===== src/rtl/ps2_pkg.sv =====
// ps2_pkg: shared constants, event layout and deframer state encoding for
// the PS/2 keyboard receiver.
//   PS2_EXT / PS2_BRK : prefix bytes for extended keys and key release
//   ps2_event_t       : 16-bit queued event {ext, brk, pad, code}
//   ps2_state_t       : deframer FSM states
package ps2_pkg;

   localparam logic [7:0] PS2_EXT = 8'hE0;
   localparam logic [7:0] PS2_BRK = 8'hF0;

   typedef struct packed {
      logic       ext;
      logic       brk;
      logic [5:0] pad;
      logic [7:0] code;
   } ps2_event_t;

   typedef enum logic {
      IDLE  = 1'b0,
      SHIFT = 1'b1
   } ps2_state_t;

endpackage


===== src/rtl/ps2_rx_fifo_if.sv =====
// ps2_rx_fifo_if: CPU-side bus of the PS/2 receiver.
//   rd        : pop strobe from the CPU
//   clr       : clears overflow and err_count
//   rdata     : FIFO head event, zero when empty
//   irq       : high while events are pending
//   count     : number of queued events
//   overflow  : sticky drop flag
//   err_count : saturating error counter
//
// Handshake: rdata is valid whenever irq is high. A one-cycle rd while irq
// is high consumes the head; the next entry (or zero) appears on rdata on
// the following cycle. rd while irq is low is ignored. There is no ready
// towards the keyboard side: a completed event arriving while the FIFO is
// full and not being popped is dropped and recorded in overflow.
interface ps2_rx_fifo_if
   import ps2_pkg::*;
#(
   parameter int FIFO_DEPTH = 8
);
   localparam int CW = $clog2(FIFO_DEPTH) + 1;

   logic          rd;
   logic          clr;
   ps2_event_t    rdata;
   logic          irq;
   logic [CW-1:0] count;
   logic          overflow;
   logic [7:0]    err_count;

   modport master (
      output rd, clr,
      input  rdata, irq, count, overflow, err_count
   );

   modport slave (
      input  rd, clr,
      output rdata, irq, count, overflow, err_count
   );

endinterface


===== src/rtl/ps2_line_filter.sv =====
// ps2_line_filter: 2-flop synchroniser, FILTER_LEN-deep majority-free
// glitch filter and registered falling-edge strobe for one PS/2 line.
//   clk   : system clock
//   rst_n : asynchronous active-low reset
//   raw   : asynchronous line input
//   fall  : one-cycle strobe on each filtered falling edge
module ps2_line_filter #(
   parameter int FILTER_LEN = 16
) (
   input  logic clk,
   input  logic rst_n,
   input  logic raw,
   output logic fall
);

   logic [1:0]            sync;
   logic [FILTER_LEN-1:0] sr;
   logic                  filt;

   // Everything resets high (idle bus) so releasing reset never looks
   // like a falling edge.
   always_ff @(posedge clk or negedge rst_n) begin
      if (!rst_n) begin
         sync <= 2'b11;
         sr   <= '1;
         filt <= 1'b1;
         fall <= 1'b0;
      end else begin
         sync <= {sync[0], raw};
         sr   <= {sr[FILTER_LEN-2:0], sync[1]};
         if (&sr)
            filt <= 1'b1;
         else if (~|sr)
            filt <= 1'b0;
         // Strobe in the same cycle the filtered level drops.
         fall <= filt & ~|sr;
      end
   end

endmodule


===== src/rtl/ps2_rx_fifo.sv =====
// ps2_rx_fifo: PS/2 keyboard receiver with E0/F0 prefix folding and a
// first-word-fall-through event FIFO on the CPU bus.
//   CLOCK_50  : system clock
//   reset     : asynchronous active-low reset
//   pc, pd    : raw PS/2 clock and data
//   bus       : CPU bus (rd, clr, rdata, irq, count, overflow, err_count)
//   fsm_state : current deframer state
module ps2_rx_fifo
   import ps2_pkg::*;
#(
   parameter int FILTER_LEN     = 16,
   parameter int FIFO_DEPTH     = 8,
   parameter int TIMEOUT_CYCLES = 50000,
   parameter int REPORT_BREAK   = 1
) (
   input  logic               CLOCK_50,
   input  logic               reset,
   input  logic               pc,
   input  logic               pd,
   ps2_rx_fifo_if.slave       bus,
   output ps2_state_t         fsm_state
);

   localparam int AW = $clog2(FIFO_DEPTH);
   localparam int CW = AW + 1;
   localparam int TW = $clog2(TIMEOUT_CYCLES + 1);

   logic          fall;
   logic [1:0]    pd_sync;
   logic          pd_s;

   ps2_state_t    state;
   logic [3:0]    bit_cnt;
   logic [7:0]    shreg;
   logic          par;
   logic          ext;
   logic          brk;
   logic [TW-1:0] idle_cnt;

   ps2_event_t    mem [FIFO_DEPTH];
   logic [AW-1:0] wptr;
   logic [AW-1:0] rptr;
   logic [CW-1:0] cnt;
   logic          overflow;
   logic [7:0]    err_count;

   logic          byte_done;
   logic          frame_ok;
   logic          start_err;
   logic          timeout;
   logic          err_inc;
   logic          is_prefix;
   logic          push;
   logic          pop;
   logic          full;
   logic          wr_en;
   ps2_event_t    ev;

   ps2_line_filter #(
      .FILTER_LEN(FILTER_LEN)
   ) u_pc_filter (
      .clk  (CLOCK_50),
      .rst_n(reset),
      .raw  (pc),
      .fall (fall)
   );

   always_ff @(posedge CLOCK_50 or negedge reset) begin
      if (!reset)
         pd_sync <= 2'b11;
      else
         pd_sync <= {pd_sync[0], pd};
   end
   assign pd_s = pd_sync[1];

   always_comb begin
      byte_done = fall && (state == SHIFT) && (bit_cnt == 4'd10);
      // Data plus parity must carry an odd number of ones; stop must be 1.
      frame_ok  = (^{shreg, par}) && pd_s;
      start_err = fall && (state == IDLE) && pd_s;
      timeout   = (state == SHIFT) && !fall && (idle_cnt == TW'(TIMEOUT_CYCLES - 1));
      err_inc   = start_err || (byte_done && !frame_ok) || timeout;
      is_prefix = (shreg == PS2_EXT) || (shreg == PS2_BRK);
      ev        = {ext, brk, 6'b0, shreg};
      push      = byte_done && frame_ok && !is_prefix && ((REPORT_BREAK != 0) || !brk);
      pop       = bus.rd && (cnt != '0);
      full      = (cnt == CW'(FIFO_DEPTH));
      wr_en     = push && (!full || pop);
   end

   // Deframer and prefix folding.
   always_ff @(posedge CLOCK_50 or negedge reset) begin
      if (!reset) begin
         state    <= IDLE;
         bit_cnt  <= 4'd0;
         shreg    <= 8'd0;
         par      <= 1'b0;
         ext      <= 1'b0;
         brk      <= 1'b0;
         idle_cnt <= '0;
      end else begin
         case (state)
            IDLE: begin
               idle_cnt <= '0;
               if (fall && !pd_s) begin
                  state   <= SHIFT;
                  bit_cnt <= 4'd1;
               end
            end
            SHIFT: begin
               if (fall) begin
                  idle_cnt <= '0;
                  if (bit_cnt <= 4'd8)
                     shreg <= {pd_s, shreg[7:1]};
                  else if (bit_cnt == 4'd9)
                     par <= pd_s;
                  if (bit_cnt == 4'd10) begin
                     state   <= IDLE;
                     bit_cnt <= 4'd0;
                     if (frame_ok && shreg == PS2_EXT)
                        ext <= 1'b1;
                     else if (frame_ok && shreg == PS2_BRK)
                        brk <= 1'b1;
                     else begin
                        // Completed event or bad frame: both drop the prefixes.
                        ext <= 1'b0;
                        brk <= 1'b0;
                     end
                  end else begin
                     bit_cnt <= bit_cnt + 4'd1;
                  end
               end else if (timeout) begin
                  state    <= IDLE;
                  bit_cnt  <= 4'd0;
                  ext      <= 1'b0;
                  brk      <= 1'b0;
                  idle_cnt <= '0;
               end else begin
                  idle_cnt <= idle_cnt + 1'b1;
               end
            end
            default: state <= IDLE;
         endcase
      end
   end

   // FIFO storage needs no reset: rdata is forced to zero while empty.
   always_ff @(posedge CLOCK_50) begin
      if (wr_en)
         mem[wptr] <= ev;
   end

   always_ff @(posedge CLOCK_50 or negedge reset) begin
      if (!reset) begin
         wptr      <= '0;
         rptr      <= '0;
         cnt       <= '0;
         overflow  <= 1'b0;
         err_count <= 8'd0;
      end else begin
         if (wr_en)
            wptr <= wptr + 1'b1;
         if (pop)
            rptr <= rptr + 1'b1;
         case ({wr_en, pop})
            2'b10:   cnt <= cnt + 1'b1;
            2'b01:   cnt <= cnt - 1'b1;
            default: cnt <= cnt;
         endcase
         // A drop in the same cycle as clr still leaves overflow set.
         if (push && full && !pop)
            overflow <= 1'b1;
         else if (bus.clr)
            overflow <= 1'b0;
         if (bus.clr)
            err_count <= err_inc ? 8'd1 : 8'd0;
         else if (err_inc && err_count != 8'hFF)
            err_count <= err_count + 8'd1;
      end
   end

   assign bus.rdata     = (cnt == '0) ? '0 : mem[rptr];
   assign bus.irq       = (cnt != '0);
   assign bus.count     = cnt;
   assign bus.overflow  = overflow;
   assign bus.err_count = err_count;
   assign fsm_state     = state;

endmodule


===== src/flat_wrapper.sv =====
// flat-port wrapper written by rule: the top's interface ports become plain ports
module ps2_rx_fifo_flat import ps2_pkg::*;
#(
   parameter int FILTER_LEN     = 16,
   parameter int FIFO_DEPTH     = 8,
   parameter int TIMEOUT_CYCLES = 50000,
   parameter int REPORT_BREAK   = 1
)
  (CLOCK_50, reset, pc, pd, fsm_state, bus_rd, bus_clr, bus_rdata, bus_irq, bus_count, bus_overflow, bus_err_count);
  ps2_rx_fifo_if #(.FIFO_DEPTH(FIFO_DEPTH)) bus_i ();
  input  logic CLOCK_50;
  input  logic reset;
  input  logic pc;
  input  logic pd;
  output ps2_state_t fsm_state;
  input wire logic [$bits(bus_i.rd)-1:0] bus_rd;
  input wire logic [$bits(bus_i.clr)-1:0] bus_clr;
  output wire logic [$bits(bus_i.rdata)-1:0] bus_rdata;
  output wire logic [$bits(bus_i.irq)-1:0] bus_irq;
  output wire logic [$bits(bus_i.count)-1:0] bus_count;
  output wire logic [$bits(bus_i.overflow)-1:0] bus_overflow;
  output wire logic [$bits(bus_i.err_count)-1:0] bus_err_count;
  assign bus_i.rd = bus_rd;
  assign bus_i.clr = bus_clr;
  assign bus_rdata = bus_i.rdata;
  assign bus_irq = bus_i.irq;
  assign bus_count = bus_i.count;
  assign bus_overflow = bus_i.overflow;
  assign bus_err_count = bus_i.err_count;
  ps2_rx_fifo #(.FILTER_LEN(FILTER_LEN), .FIFO_DEPTH(FIFO_DEPTH), .TIMEOUT_CYCLES(TIMEOUT_CYCLES), .REPORT_BREAK(REPORT_BREAK)) u_core (.CLOCK_50(CLOCK_50), .reset(reset), .pc(pc), .pd(pd), .bus(bus_i), .fsm_state(fsm_state));
endmodule

===== config.mk =====
export PLATFORM = sky130hd
export DESIGN_NAME = ps2_rx_fifo_flat
export DESIGN_NICKNAME = d
export VERILOG_FILES = /design/src/rtl/ps2_pkg.sv /design/src/rtl/ps2_rx_fifo_if.sv /design/src/rtl/ps2_line_filter.sv /design/src/rtl/ps2_rx_fifo.sv /design/src/flat_wrapper.sv
export SDC_FILE = /design/constraint.sdc
export NUM_CORES = 1
export LEC_CHECK = 0
export BUFFER_PORTS_ARGS = -buffer_cell sky130_fd_sc_hd__buf_2
export CAP_MARGIN = 40
export CELL_PAD_IN_SITES_DETAIL_PLACEMENT = 1
export CELL_PAD_IN_SITES_GLOBAL_PLACEMENT = 2
export CORE_ASPECT_RATIO = 0.75
export CORE_MARGIN = 4
export CORE_UTILIZATION = 47
export DETAILED_ROUTE_END_ITERATION = 6
export MAX_ROUTING_LAYER = met4
export PLACE_DENSITY = 0.84
export SLEW_MARGIN = 25
export SYNTH_ARGS = -nofsm -noshare
export SYNTH_HDL_FRONTEND = slang
export SYNTH_SLANG_ARGS = --single-unit

===== constraint.sdc =====
create_clock -name CLOCK_50 -period 9.22 [get_ports CLOCK_50]
set_input_delay 2.305 -clock CLOCK_50 [delete_from_list [all_inputs] [get_ports CLOCK_50]]
set_output_delay 2.305 -clock CLOCK_50 [all_outputs]
set_load 0.005 [all_outputs]

-- Word-level counts from Yosys, hierarchy flattened
Memories as Yosys holds them, arrays and structs flattened.
Index checks and enable logic that the tools add are counted.
- output and inout port bits: 31
- memories: 1
- ROM bits: 0
- logic and storage cells: 120
- input bits: 6
- latch bits: 0
- register bits: 73
- memory bits (writable): 80
- bitwise logic cells: 3
- add/subtract/negate cells: 7
- div/mod/pow operators: 0
- mux-type cells: 33
- multiply operators: 0
- shifts and indexed selects: 0
- eq/ne operators: 15
- order comparisons: 1
- reduce and logical (&&, ||, !) cells: 43
- memory list (memory ; depth ; bits a word ; rd ports ; clocked after Yosys merged registers in ; wr ports ; RTL line ; text):
    u_core.mem ; 8 ; 10 ; 1 ; 0 ; 1 ; ps2_rx_fifo.sv:40 ; ps2_event_t mem [FIFO_DEPTH];
- operators with widths (kind ; count):
    16-bit 2-to-1 mux ; 3
    16-bit one-hot mux with 2 select lines ; 1
    1-bit 2-to-1 mux ; 20
    1-bit logical AND ; 18
    16-bit by 1-bit adder with 16-bit output (second input constant) ; 1
    16-bit == test (second input constant) ; 1
    8-bit == test (second input constant) ; 2
    4-bit 2-to-1 mux ; 4
    8-bit 2-to-1 mux ; 2
    4-bit one-hot mux with 2 select lines ; 2
    16-bit AND reduction ; 1
    16-bit OR reduction ; 1
    4-bit == test (second input constant) ; 3
    4-bit AND reduction ; 3
    9-bit parity ; 1
    4-bit by 1-bit adder with 4-bit output (second input constant) ; 2
    8-bit by 1-bit adder with 8-bit output (second input constant) ; 1
    8-bit inequality test (second input constant) ; 1
    2-bit nonzero test ; 4
    1-bit zero test ; 7
    3-bit by 1-bit adder with 3-bit output (second input constant) ; 2
    2-bit inequality test (second input constant) ; 3
    4-bit <= comparator (second input constant) ; 1
    4-bit zero test ; 1
    other kinds (13) ; 17

-- Longest topological paths before layout
Gate-level depths: netlist of run 1.
- word-level depth: 9
- mapped depth: 13

-- By module
From an unflattened synthesis of run 1, not the netlist that was laid out.
- cells, all modules: 430
- area, all modules: 6399.9 um^2
- modules (own cells, without submodules) (module ; cells each ; instances ; area an instance (um^2)):
    ps2_rx_fifo ; 397 ; 1 ; 5773.0
    ps2_line_filter ; 33 ; 1 ; 626.9

-- Worst setup path after synthesis of run 1
OpenSTA, ideal clock, no wires.
- path kind: input -> register
- from: in bus_rd
- to: mem u_core.mem[0][0] (netlist name), enable pin
- setup slack: 5.143 ns
- required time: 8.830 ns
- library setup time: 0.390 ns
- stages: 4
- data arrival time: 3.688 ns
- cells stage by stage: nand3b_1 -> nand4_1 -> or2_2 -> nor3_1
- word-level cells in the longest chain between the ends: 5
- ends and longest elaborated chain (element ; RTL line ; text):
    from (decl) ; flat_wrapper.sv:16 ; input wire logic [$bits(bus_i.rd)-1:0] bus_rd;
    1-bit logical AND ; ps2_rx_fifo.sv:86 ; pop = bus.rd && (cnt != '0);
    1-bit logical OR ; ps2_rx_fifo.sv:88 ; wr_en = push && (!full || pop);
    1-bit logical AND ; ps2_rx_fifo.sv:88 ;
    1-bit 2-to-1 mux ; ps2_rx_fifo.sv:149 ; if (wr_en)
    1-bit 2-to-1 mux (implied by the code) ; ps2_rx_fifo.sv:150 ; mem[wptr] <= ev;
    to (decl) ; ps2_rx_fifo.sv:40 ;
Every way passes these cells.

-- Worst setup path after layout of run 1
- from: reg u_core.rptr[0]
- to: out bus_rdata[1]
- word-level cells in the longest chain between the ends: 2
- ends and longest elaborated chain (element ; RTL line ; text):
    from (decl) ; ps2_rx_fifo.sv:42 ; logic [AW-1:0] rptr;
    from (signal assigned) ; ps2_rx_fifo.sv:164 ; rptr <= rptr + 1'b1;
    memory read 8 x 10 bit ; n/a ;
    16-bit 2-to-1 mux ; ps2_rx_fifo.sv:182 ; assign bus.rdata = (cnt == '0) ? '0 : mem[rptr];
    to (decl) ; flat_wrapper.sv:18 ; output wire logic [$bits(bus_i.rdata)-1:0] bus_rdata;
Every way passes these cells.

==> results of run 1 <==
[cells by family after synthesis]
kind of cell,after synthesis,share of synthesized area [%]
fa+ha+maj,7,1.48
other cells,1,0.0585
flops,153,66.4
mux,43,10.9
xor+xnor,28,4.04
simple gates,137,10.7
compound gates,47,4.37
buf+inv,29,2.13
[flip-flops by register name, summed over array words and instances, names as in the netlist, 4 cells and up]
register,flops
u_core.mem,80
u_core.bus.count,4
u_core.bit_cnt,4
u_core.shreg,8
u_core.u_pc_filter.sr,16
u_core.idle_cnt,16
u_core.bus.err_count,8
[Yosys cell counts, drive strengths merged (2+ instances only)]
library cell   n  area, um^2
nand4          6        37.5
nand2b         2        12.5
ha             6        75.1
nor3b          2        15.0
o31ai          2        15.0
nor3           6        30.0
o21ai         18        97.6
clkbuf         8        30.0
dfrtp         52        1300
mux2i         11         110
buf           11        68.8
xor2          12         105
o22ai          2        12.5
a21oi         14        70.1
a21o           2        15.0
o21a           2        15.0
nor2b          3        18.8
nand2         20        75.1
or3            5        31.3
or4            2        18.8
mux2          12         135
mux4          20         450
nor4           7        43.8
nor2          49         184
nand3b         5        37.5
nand3         17        85.1
edfxtp        80        2400
and3           7        43.8
xnor2         15         131
inv           10        37.5
dfstp         21         552
[per-stage QoR]
| step | utilization (%) | hold WS, ns | area, um^2 | setup WS (ns) |
|---|---|---|---|---|
| floorplan | - | 0.345 | 6430 | 5.14 |
| global placement | 51.2 | 0.348 | 6740 | 4.90 |
| detailed placement | 51.7 | 0.347 | 6800 | 4.92 |
| CTS | 56.5 | 0.356 | 7430 | 4.61 |
| global route | 56.5 | 0.359 | 7430 | 4.55 |
| finish | 56.5 | 0.355 | 7430 | 4.72 |
[power by group through the flow]
| stage | logic [mW] | registers [mW] | clock network [mW] |
|---|---|---|---|
| detailed placement | 0.192 | 0.796 | 0 |
| global route | 0.216 | 0.788 | 0.770 |
| floorplan | 0.149 | 0.771 | 0 |
| global placement | 0.168 | 0.806 | 0 |
| finish | 0.192 | 0.783 | 0.719 |
| CTS | 0.196 | 0.783 | 0.734 |
[layer usage]
layer	vias to the layer above	share of wire (%)	GRT usage, %
li1	1726	-	-
met1	1968	46	27.0
met2	73	48	30.8
met3	10	5.2	5.66
met4	0	1.1	6.11
met5	-	0	-
[cell type report]
| cell class | instances | share of cell area, % |
|---|---|---|
| Sequential cell | 153 | 57.3 |
| Multi-Input combinational cell | 268 | 27.6 |
| Clock buffer | 29 | 7.81 |
| Timing Repair Buffer | 40 | 3.30 |
| Tap cell | 171 | 2.88 |
| Clock inverter | 3 | 0.640 |
| Inverter | 10 | 0.505 |
[worst reg2reg max path, stage by stage, from the launching register on]
cell and delay [ns]:
dfrtp_1 0.64, xnor2_1 0.18, xnor3_1 0.45, xnor2_1 0.39
nand3_1 0.37, nand2_1 0.21, inv_1 0.11, ha_1 0.29
a21o_1 0.17, a21oi_1 0.18, mux2_2 0.36, xor2_1 0.14
[path summary, 6_finish.rpt]
path / to / slack, ns / cells past startpoint
max: bus_rdata[1] / 4.72 / 5
min in group asynchronous: u_core.idle_cnt[0] / 1.92 / 2
min reg2reg: u_core.u_pc_filter.sr[0] / 0.35 / 0
max reg2reg: u_core.bus.count[3] / 5.61 / 11
min: u_core.u_pc_filter.sr[0] / 0.35 / 0
max in group asynchronous: u_core.u_pc_filter.sr[10] / 6.68 / 3
==> impl_metrics.yaml, run 1 <==
sta:
  slew-limit-headroom_pct: 51.4
  rsz0062_at_grt: "false"
  report.final.slew_viol_count: 0
  final_hold_viol_count: 0
  fin_crit_sh_pct: 48.9
  finalClockSkew_ns: 0.0118
  fin_setup_tns_ns: 0
  period_minus_slack_ns: 4.50
  finalSetupViolCount: 0
  tightest_slew_ns: 0.728
  fmax_mhz: 222
power_and_ir_drop:
  p_seq_share_pct: 46.2
  clockPowerShare_pct: 42.4
  p_per_area_nw_per_um2: 228
  power_mw: 1.69
  p_sw_share_pct: 23.8
  pwr-share-comb_pct: 11.3
  p_int_mw: 1.29
  vdd_drop_max_uv: 196
  switching_power_mw: 0.404
  leakage_nw: 3.13
logic_synthesis:
  syn_area_um2: 6410
  ys_seq_area_share_pct: 66.4
  syn_area_per_cell_um2: 14.4
  synth_edf_count: 80
  synthArstFlopShare_pct: 47.7
  ys_ff_latch: 153
  synth_warnings: 0
  syn_inst: 445
  yosysUniqueCellTypes: 51
  synth_flop_cell: "edfxtp_1"
critical_path:
  max_stage_delay_ns: 0.58
  required_ns: 6.92
  rr_startpoint: "u_core.shreg[4]"
  cp_cell_sequence: "buf_4 > mux4_2 > mux2i_1 > nor2_1 > buf_2"
  path_delay_family: "multiplexers"
  cp_slowest_cell: "mux4_2"
  startpoint_type: "flop"
  endpoint_kind: "primary output"
  worstPathMaxFanout: 22
  cp.arrival_ns: 2.20
  cp_num_buf_inv: 2
  crit_type: "reg -> out"
  worstSetupStartpoint: "u_core.rptr[0]"
cells_and_area:
  antennaDiodeCount: 0
  final_cells: 674
  fill_cells: 1307
  final_cell_mix: "edfxtp_1, dfrtp_1, nor2_1, buf_2, dfstp_2"
  regArea_um2: 4260
  final_common_cell: "edfxtp_1"
  drive_above_1_share_pct: 26.0
  syn_to_final_growth_pct: 15.9
  finalNetCount: 503
  multiInputGateArea_um2: 2050
clock_tree:
  cts_root_buffer: "clkbuf_16"
  clk_latency_ns: 0.43
  clk_pin_slew_ns: 0.06
  cts_buffer_depth: 2
  h-tree-depth: 4
  cts.repair.resized: 0
  cts_tree: "yes"
  cts_num_sinks: 153
  postCtsSetupBuffers: 0
  hold_buffers: 0
  cts_buffers: 17
floorplanning:
  die_area_um2: 15600
  start_util_pct: 48.7
  fp.dieW_um: 143
  io_pins: 37
  core_um2: 13200
  rows: 36
  fp.dieH_um: 109
routing:
  first_pass_iters: 5
  drt_wl_total_um: 13800
  drt_iter0_drc: 199
  vias_per_cell: 5.60
  num_vias: 3777
  wire_per_inst_um: 20.5
  ant_nets: 0
  drc_errors: 0
min_path:
  hp-start: "u_core.u_pc_filter.sync[1]"
  hp-class: "reg -> reg"
place:
  dp.cells: 642
  dp_hpwl_um: 9070
  routabilityCongestion: 0.741
  portBuffers: 30
grt:
  grt-ovfl-total: 0
  grt_util_all_layers_pct: 20.3
  grt_max_degree: 39
  grt_first_pass_wirelength_um: 22900
  grt_antenna_before_repair: 0
  first_global_vias: 4096
run:
  cap_violations: 0
outcome:
  status: "completed"
Note: power is estimated with default switching activity, not from simulation.
==> run 2: changes to the inputs <==
--- a/config.mk
+++ b/config.mk
@@ -11,10 +11,10 @@
 export CELL_PAD_IN_SITES_GLOBAL_PLACEMENT = 2
 export CORE_ASPECT_RATIO = 0.75
 export CORE_MARGIN = 4
-export CORE_UTILIZATION = 47
+export CORE_UTILIZATION = 39
 export DETAILED_ROUTE_END_ITERATION = 6
 export MAX_ROUTING_LAYER = met4
-export PLACE_DENSITY = 0.84
+export PLACE_DENSITY = 0.74
 export SLEW_MARGIN = 25
 export SYNTH_ARGS = -nofsm -noshare
 export SYNTH_HDL_FRONTEND = slang
==> constraint.sdc (replaced) <==
create_clock -name CLOCK_50 -period 4 [get_ports CLOCK_50]
set_input_delay 1 -clock CLOCK_50 [delete_from_list [all_inputs] [get_ports CLOCK_50]]
set_output_delay 1 -clock CLOCK_50 [all_outputs]
set_load 0.005 [all_outputs]
==> impl_metrics.yaml, run 2 (synthesized netlist as in run 1, its figures left out) <==
routing:
  wl_met1_um: 6350
  drc_errors: 0
  num_vias: 3715
  ant_nets: 0
  top_layer: "met4"
  drt_wl_total_um: 13400
  wire_per_inst_um: 18.7
  vias_per_cell: 5.17
  first_pass_iters: 4
  wl_met2_um: 6500
  drt_iter0_drc: 141
  wl_met3_um: 419
cells_and_area:
  final_common_cell: "edfxtp_1"
  largest_reg_flops: 80
  drive_above_1_share_pct: 26.2
  top_register: "u_core.mem"
  syn_to_final_growth_pct: 16.9
  utilization_pct: 46.7
  antennaDiodeCount: 0
  design_area_um2: 7490
  finalNetCount: 508
  top_regs: "u_core.mem x80, u_core.idle_cnt x16, u_core.u_pc_filter.sr x16"
  final_cell_mix: "edfxtp_1, dfrtp_1, nor2_1, buf_2, dfstp_2"
grt:
  grt-ovfl-total: 0
  first_global_vias: 4006
  grt_max_degree: 45
  grt_antenna_before_repair: 0
  grt_first_pass_wirelength_um: 22400
  grt_util_all_layers_pct: 16.2
sta:
  tightest_slew_ns: 0.729
  period_minus_slack_ns: 3.52
  finalSetupViolCount: 0
  rsz0062_at_grt: "false"
  fin_setup_tns_ns: 0
  fmax_mhz: 284
  fin_ws_ns: 0.481
  fin_crit_sh_pct: 88.0
  report.final.slew_viol_count: 0
  slew-limit-headroom_pct: 51.4
  final_hold_viol_count: 0
  finalClockSkew_ns: 0.0122
critical_path:
  required_ns: 4.30
  rrSetupSlack_ns: 0.48
  crit_type: "reg -> reg"
  cp_num_buf_inv: 1
  cp_cell_sequence: "xnor2_1 > xnor3_1 > xnor2_1 > nand3_1 > nand2_1 > inv_1 > ha_1 > a21o_1 > a21oi_1 > mux2_2 > xor2_1"
  startpoint_type: "flop"
  crit_cells: 11
  worstPathMaxFanout: 13
  rr_startpoint: "u_core.shreg[4]"
  cp_slowest_cell: "dfrtp_1"
  reg2regPathDepth: 11
  crit_top_cell: "xnor2_1"
  endpoint_kind: "flop"
  path_delay_family: "XOR/XNOR gates"
  r2r_end: "u_core.bus.count[3]"
  cp.arrival_ns: 3.82
  max_stage_delay_ns: 0.57
clock_tree:
  cts_buffers: 17
  cts_tree: "yes"
  cts.repair.resized: 0
  cts_buffer_depth: 2
  cts_root_buffer: "clkbuf_16"
  hold_buffers: 0
  cts_num_sinks: 153
  h-tree-depth: 4
  clk_latency_ns: 0.42
  clk_pin_slew_ns: 0.06
  postCtsSetupBuffers: 0
min_path:
  hp-class: "reg -> reg"
  holdPathEnd: "u_core.u_pc_filter.sr[0]"
  hold_depth: 0
  hp-start: "u_core.u_pc_filter.sync[1]"
floorplanning:
  fp.dieW_um: 156
  core_um2: 16100
  start_util_pct: 39.9
  fp.dieH_um: 119
  rows: 40
  die_area_um2: 18600
  io_pins: 37
place:
  portBuffers: 30
  dpl_cell_area_um2: 6880
  routabilityCongestion: 0.767
  dp_hpwl_um: 8850
  dpl_worst_slack_ns: 0.527
power_and_ir_drop:
  leakage_nw: 3.14
  p_per_area_nw_per_um2: 521
  vdd_drop_max_uv: 319
run:
  cap_violations: 0
outcome:
  status: "completed"
run 2: cell count changes in the layout (fill, tap and decap cells not counted), sizes merged:
cell,before,now
inv,11,14
bufinv,1,3
buf,40,45
clkinv,1,4
clkbuf,29,20
clkinvlp,0,1
run 2: worst reg2reg max path, cell delays in order (launching register included):
cell     delay [ns]
dfrtp_1        0.57
xnor2_1        0.17
xnor3_1        0.44
xnor2_1        0.33
nand3_1        0.40
nand2_1        0.24
inv_1          0.12
ha_1           0.29
a21o_1         0.16
a21oi_1        0.17
mux2_2         0.37
xor2_1         0.14
run 2: layout make-up:
type | instances | area (um^2)
Fill cell | 1636 | 8570
Sequential cell | 153 | 4260
Multi-Input combinational cell | 268 | 2040
Clock buffer | 20 | 447
Timing Repair Buffer | 45 | 285
Tap cell | 210 | 263
Clock inverter | 12 | 164
Inverter | 10 | 37.5
run 2: metal layers:
metal	vias to the layer above	global-route usage, %
li1	1737	-
met1	1928	21.1
met2	40	25.2
met3	10	4.61
met4	0	4.26
met5	-	-
run 2: report_power, final:
group | switching, mW | total, mW | internal, mW
clock network | 0.646 | 1.65 | 1.01
logic | 0.228 | 0.452 | 0.225
registers | 0.0959 | 1.80 | 1.70
run 2: through the flow:
stage                     std cells  hold WS (ns)  power, mW
after CTS                       718         0.360       3.97
after detailed placement        686         0.347       2.29
after floorplan                 450         0.345       2.12
after global routing            718         0.363       4.09
after global placement          684         0.348       2.25
final                           718         0.358       3.90
run 2: worst max path at each step:
stage	from	to	slack (ns)
after detailed placement	u_core.shreg[4]	u_core.bus.count[3]	0.53
after global routing	u_core.shreg[4]	u_core.bus.count[2]	0.27
after floorplan	u_core.shreg[4]	u_core.mem[0][0]	1.0
final	u_core.shreg[4]	u_core.bus.count[3]	0.48
after CTS	u_core.shreg[4]	u_core.bus.count[3]	0.50
after global placement	u_core.shreg[4]	u_core.bus.count[3]	0.67
